===== src/rtl/goldschmidt_div_pkg.sv =====
// goldschmidt_pkg: shared state encoding and fixed-point helpers for the Goldschmidt divider.
package goldschmidt_pkg;
  typedef enum logic [1:0] {IDLE, MUL_N, MUL_D, DONE} state_t;
  function automatic logic [63:0] fx_trunc(input logic [127:0] p, input int w);
    return 64'(p >> (w - 1));
  endfunction
  function automatic logic [63:0] two_minus(input logic [63:0] x);
    return ~x + 64'd1;
  endfunction
endpackage


===== src/rtl/goldschmidt_div_if.sv =====
// goldschmidt_div_if: start/busy/done handshake and operand/result bus of the divider.
interface goldschmidt_div_if #(parameter int WIDTH = 16);
  logic start, busy, done, dbz;
  logic [WIDTH-1:0] N, D, IA, q;
  modport master(output start, N, D, IA, input busy, done, q, dbz);
  modport slave(input start, N, D, IA, output busy, done, q, dbz);
endinterface


===== src/rtl/goldschmidt_div_mult.sv =====
// gs_mult: combinational unsigned WIDTH x WIDTH -> 2*WIDTH multiplier shared by the N and D updates.
module gs_mult #(parameter int WIDTH = 16) (
  input  logic [WIDTH-1:0]   a,
  input  logic [WIDTH-1:0]   b,
  output logic [2*WIDTH-1:0] p
);
  assign p = (2*WIDTH)'(a) * (2*WIDTH)'(b);
endmodule


===== src/rtl/goldschmidt_div.sv =====
// goldschmidt_div: iterative Goldschmidt divider, one shared multiplier alternating N and D updates.
module goldschmidt_div import goldschmidt_pkg::*; #(
  parameter int WIDTH = 16,
  parameter int ITER  = 3
) (
  input logic clk,
  input logic reset,
  goldschmidt_div_if.slave bus
);
  state_t state, nxt;
  logic [WIDTH-1:0] n_r, d_r, k_r, t;
  logic [2*WIDTH-1:0] prod;
  logic [3:0] cnt;
  logic last;
  gs_mult #(.WIDTH(WIDTH)) u_mult (.a(state == MUL_D ? d_r : n_r), .b(k_r), .p(prod));
  assign t = WIDTH'(fx_trunc(128'(prod), WIDTH));
  assign last = cnt == 4'(ITER - 1);
  always_ff @(posedge clk or negedge reset)
    if (!reset) state <= IDLE;
    else state <= nxt;
  always_comb begin
    nxt = state;
    unique case (state)
      IDLE:    nxt = bus.start ? (bus.D == '0 ? DONE : MUL_N) : IDLE;
      MUL_N:   nxt = MUL_D;
      MUL_D:   nxt = last ? DONE : MUL_N;
      default: nxt = IDLE;
    endcase
    bus.busy = state != IDLE;
    bus.done = state == DONE;
  end
  always_ff @(posedge clk or negedge reset)
    if (!reset) begin
      n_r <= '0;
      d_r <= '0;
      k_r <= '0;
      cnt <= '0;
      bus.q <= '0;
      bus.dbz <= 1'b0;
    end else begin
      unique case (state)
        IDLE:
          if (bus.start && bus.D == '0) begin
            bus.q <= '1;
            bus.dbz <= 1'b1;
          end else if (bus.start) begin
            n_r <= bus.N;
            d_r <= bus.D;
            k_r <= bus.IA;
            cnt <= '0;
            bus.dbz <= 1'b0;
          end
        MUL_N: n_r <= t;
        MUL_D: begin
          d_r <= t;
          k_r <= WIDTH'(two_minus(64'(t)));
          if (last) bus.q <= n_r;
          else cnt <= cnt + 4'd1;
        end
        default: ;
      endcase
    end
endmodule


===== src/flat_wrapper.sv =====
// flat-port wrapper written by rule: the top's interface ports become plain ports
module goldschmidt_div_flat import goldschmidt_pkg::*;
#(
  parameter int WIDTH = 16,
  parameter int ITER  = 3
)
  (clk, reset, bus_start, bus_N, bus_D, bus_IA, bus_busy, bus_done, bus_q, bus_dbz);
  goldschmidt_div_if #(.WIDTH(WIDTH)) bus_i ();
  input logic clk;
  input logic reset;
  input wire logic [$bits(bus_i.start)-1:0] bus_start;
  input wire logic [$bits(bus_i.N)-1:0] bus_N;
  input wire logic [$bits(bus_i.D)-1:0] bus_D;
  input wire logic [$bits(bus_i.IA)-1:0] bus_IA;
  output wire logic [$bits(bus_i.busy)-1:0] bus_busy;
  output wire logic [$bits(bus_i.done)-1:0] bus_done;
  output wire logic [$bits(bus_i.q)-1:0] bus_q;
  output wire logic [$bits(bus_i.dbz)-1:0] bus_dbz;
  assign bus_i.start = bus_start;
  assign bus_i.N = bus_N;
  assign bus_i.D = bus_D;
  assign bus_i.IA = bus_IA;
  assign bus_busy = bus_i.busy;
  assign bus_done = bus_i.done;
  assign bus_q = bus_i.q;
  assign bus_dbz = bus_i.dbz;
  goldschmidt_div #(.WIDTH(WIDTH), .ITER(ITER)) u_core (.clk(clk), .reset(reset), .bus(bus_i));
endmodule

===== config.mk =====
export PLATFORM = sky130hd
export DESIGN_NAME = goldschmidt_div_flat
export DESIGN_NICKNAME = d
export VERILOG_FILES = /design/src/rtl/goldschmidt_div_pkg.sv /design/src/rtl/goldschmidt_div_if.sv /design/src/rtl/goldschmidt_div_mult.sv /design/src/rtl/goldschmidt_div.sv /design/src/flat_wrapper.sv
export SDC_FILE = /design/constraint.sdc
export NUM_CORES = 1
export LEC_CHECK = 0
export CAP_MARGIN = 25
export CORE_MARGIN = 2
export CORE_UTILIZATION = 64
export CTS_BUF_LIST = sky130_fd_sc_hd__clkbuf_8
export CTS_CLUSTER_DIAMETER = 150
export DETAILED_ROUTE_END_ITERATION = 10
export GPL_ROUTABILITY_DRIVEN = 0
export HOLD_SLACK_MARGIN = 0.02
export PLACE_DENSITY = 0.86
export SYNTH_ARGS = -nofsm -noshare
export SYNTH_HDL_FRONTEND = slang
export SYNTH_SLANG_ARGS = --single-unit

===== constraint.sdc =====
create_clock -name clk -period 10.5 [get_ports clk]
set_input_delay 1.05 -clock clk [delete_from_list [all_inputs] [get_ports clk]]
set_output_delay 1.05 -clock clk [all_outputs]
set_load 0.05 [all_outputs]

==> summary.md <==
| Metric | Value |
|---|---|
| DRC violations left | 0 |
| Status | complete, no violations |
| Post-synth EDFFs | 0 |
| I/O pins | 70 |
| Final wirelength | 31300 µm |
| Post-CTS Setup Inserts | 0 |
| 1st-pass router iterations | 5 |
| Met1 Use GR | a little over two fifths |
| Layout fillers | 1426 |
| M2 GR Usage | around 55% |
| Cell taking the most area after synthesis | fa_1 |
| Post-synth cell types | 68 |
| Root cell of the clock tree | clkbuf_8 |
| Nets | 1811 |
| Gr usage total | 33.1% |
| Diode count | 0 |
| Area of the mapped netlist | about 12000 µm² |
| Max-slew violation count | 0 |
| CP Class | reg2reg |
| Gr ovfl total | 0 |
| Vias | 10200 |
| Synth top area cells | fa_1, dfrtp_1, ha_1, nand2_1, inv_1 |
| Cts repair resizes | 0 |
| Grt met3 use | 5.92% |
| CTS Hold Buffers Added | 0 |
| Seq cells post-synth | 71 |
| CORE AREA | ~19000 µm² |
| Top post-synthesis cells by count | nand2_1, inv_1, fa_1, and2_1, ha_1 |
| Pin count of the biggest net entering global routing | 72 |
| RSZ-0062 raised after global routing | false |
| Final setup violation count | 0 |
| GR peak layer | met2 |
| Area of the multi-input gates | 9360 µm² |
| Initial DRC Count | slightly above 800 |
| Max incr delay on CP | 680 ps |
| Die W | 143 µm |
| First-pass GRT wire length | 53100 µm |
| FMAX | approximately 110 MHz |
| Vias in the first global route | about 11000 |
| CP Launch Type | register |
| Yosys Warn Count | 0 |
| R2R Setup Slk | 1620 ps |
| Syn Nets | about 1800 |
| Synthesized area per cell | 8.48 µm² |
| Reg clk slew, reported paths | around 80 ps |
| Port Buffer Count | 69 |
| Routed len/inst | roughly 18 µm |
| CTS tree | built |
| Cells after synthesis | between 1000 and 1500 |
| Slew @ Worst Pin | 1050 ps |
| Initial antenna violation count | 1 |
| Worst-path fanout max | 48 |
| Num CTS Buffers | 9 |
| Placement Cell Area | approximately 13000 µm² |
| Fin Clk Skew | 9.61 ps |
| Slew margin rel. | 29.6% |
| Most common cell in the netlist | nand2_1 |
| Htree depth | 3 |
| Asr flop ratio synth | 100% |
| HP Start | u_core.bus.dbz$_DFFE_PN0P_ |
| Crit path time final | between 8000 and 9000 ps |
| Slowest cell on the critical path | nand2b_2 |
| Crit path from | u_core.state[0]$_DFF_PN0_ |
| Fin area | 13300 µm² |
| Setup crit end kind | register |
| Final HPWL DP | 23800 µm |
| Core Rows | 50 |
| Arrival time at the worst endpoint | 9090 ps |
| Ratio of cells with drive above 1 in the final layout | between 3 and 4% |
| Avg Vias per Cell | 5.96 |
| Starting Density | 65.5% |
| Final hold vios | 0 |
| Skew-Pair Late Insertion Delay | 350 ps |
| Hold crit path type | reg2reg |
| Layout area overhead | 8.41% |
| Worst R2R Start | u_core.state[0]$_DFF_PN0_ |
| Register area share after synthesis | between 10 and 15% |
| WP data required | ~11000 ps |
| Post-route setup TNS | 0 ps |
| Area share of the largest cell type after synthesis | 31.3% |
| Register Area | 1780 µm² |
| Die H | 143 µm |
| Clock buffer depth | 2 |
| Detail Route Antenna Nets | 0 |
| Num Clock Sinks | 71 |
| Full die area | about 20000 µm² |
| Max Cap Viol | 0 |
| Ys flop type | dfrtp_1 |
| Final period util | 84.6% |
[metrics by stage]
stage               setup WS, ps  hold WS (ps)  utilization, %  cells
floorplan                   2920           446               -   1450
global placement            1990           459            69.5   1689
detailed placement          1760           465            69.6   1690
CTS                         1710           485            70.9   1706
global route                1110           525            71.0   1707
finish                      1620           481            71.0   1707
[critical path: cells and delay by family, from the launching register on]
family                   cells  cell delay (ps)
adder cells (fa/ha/maj)      8             3580
AND/OR/NAND/NOR              9             2890
AO/OA/AOI/OAI                5             1250
flip-flops                   1              480
buffers and inverters        6              360
XOR/XNOR                     1              150
[placed cells by master (no fill, tap or decap), types with 3 or more instances in the layout]
master	count
a211oi_1	4
a21o_1	8
a21oi_1	67
a22oi_1	5
a31oi_1	5
and2_1	117
and3_1	3
buf_4	5
bufinv_16	3
clkbuf_8	9
clkdlybuf4s50_1	68
dfrtp_1	71
fa_1	192
ha_1	100
inv_1	240
mux2_2	4
mux2i_1	24
nand2_1	269
nand2b_1	4
nand3_1	13
nand4_1	8
nor2_1	73
nor3_1	13
nor4_1	5
o211ai_1	5
o21a_1	7
o21ai_0	61
o21ai_1	5
o221ai_1	3
or2_2	4
or3_1	5
xnor2_1	11
xor2_1	8
[sequential cells by signal (all words and copies together) (netlist names)]
signal	cells
u_core.cnt	4
u_core.n_r	16
u_core.bus.dbz	1
u_core.bus.q	16
u_core.k_r	16
u_core.state	2
u_core.d_r	16
[cell families after synthesis]
kind of cell               synth area share (%)
AOI/OAI and AO/OA                          10.0
xor gates and xnor gates                   1.35
adders and majority gates                  41.4
buffers and inverters                      9.55
DFF                                        14.5
muxes                                      2.50
and+or+nand+nor                            20.7
[layer usage]
layer  up-vias  wire, µm
met5         -         0
met4         0      1150
met3        80      2630
met2       478     15100
met1      5026     12400
li1       4595         -
[layout make-up]
cell class	count	area share, %
inverters	240	6.76
multi-input cells	1071	70.2
clock buffers	9	0.929
well taps	234	2.20
flip-flops and latches	71	13.3
repair buffers	75	5.65
clock inverters	7	0.901
[path summary, 6_finish.rpt]
check / to / cells past startpoint
min: u_core.bus.dbz$_DFFE_PN0P_ / 2
min reg2reg: u_core.bus.dbz$_DFFE_PN0P_ / 2
min in group asynchronous: u_core.bus.q[14]$_DFFE_PN0P_ / 1
max in group asynchronous: u_core.cnt[3]$_DFFE_PN0P_ / 1
max: u_core.k_r[12]$_DFFE_PN0P_ / 29
max reg2reg: u_core.k_r[12]$_DFFE_PN0P_ / 29
Power is left out: the tool's default activity adds up to more than one toggle a clock period on the data nets, which glitch-free logic cannot reach.
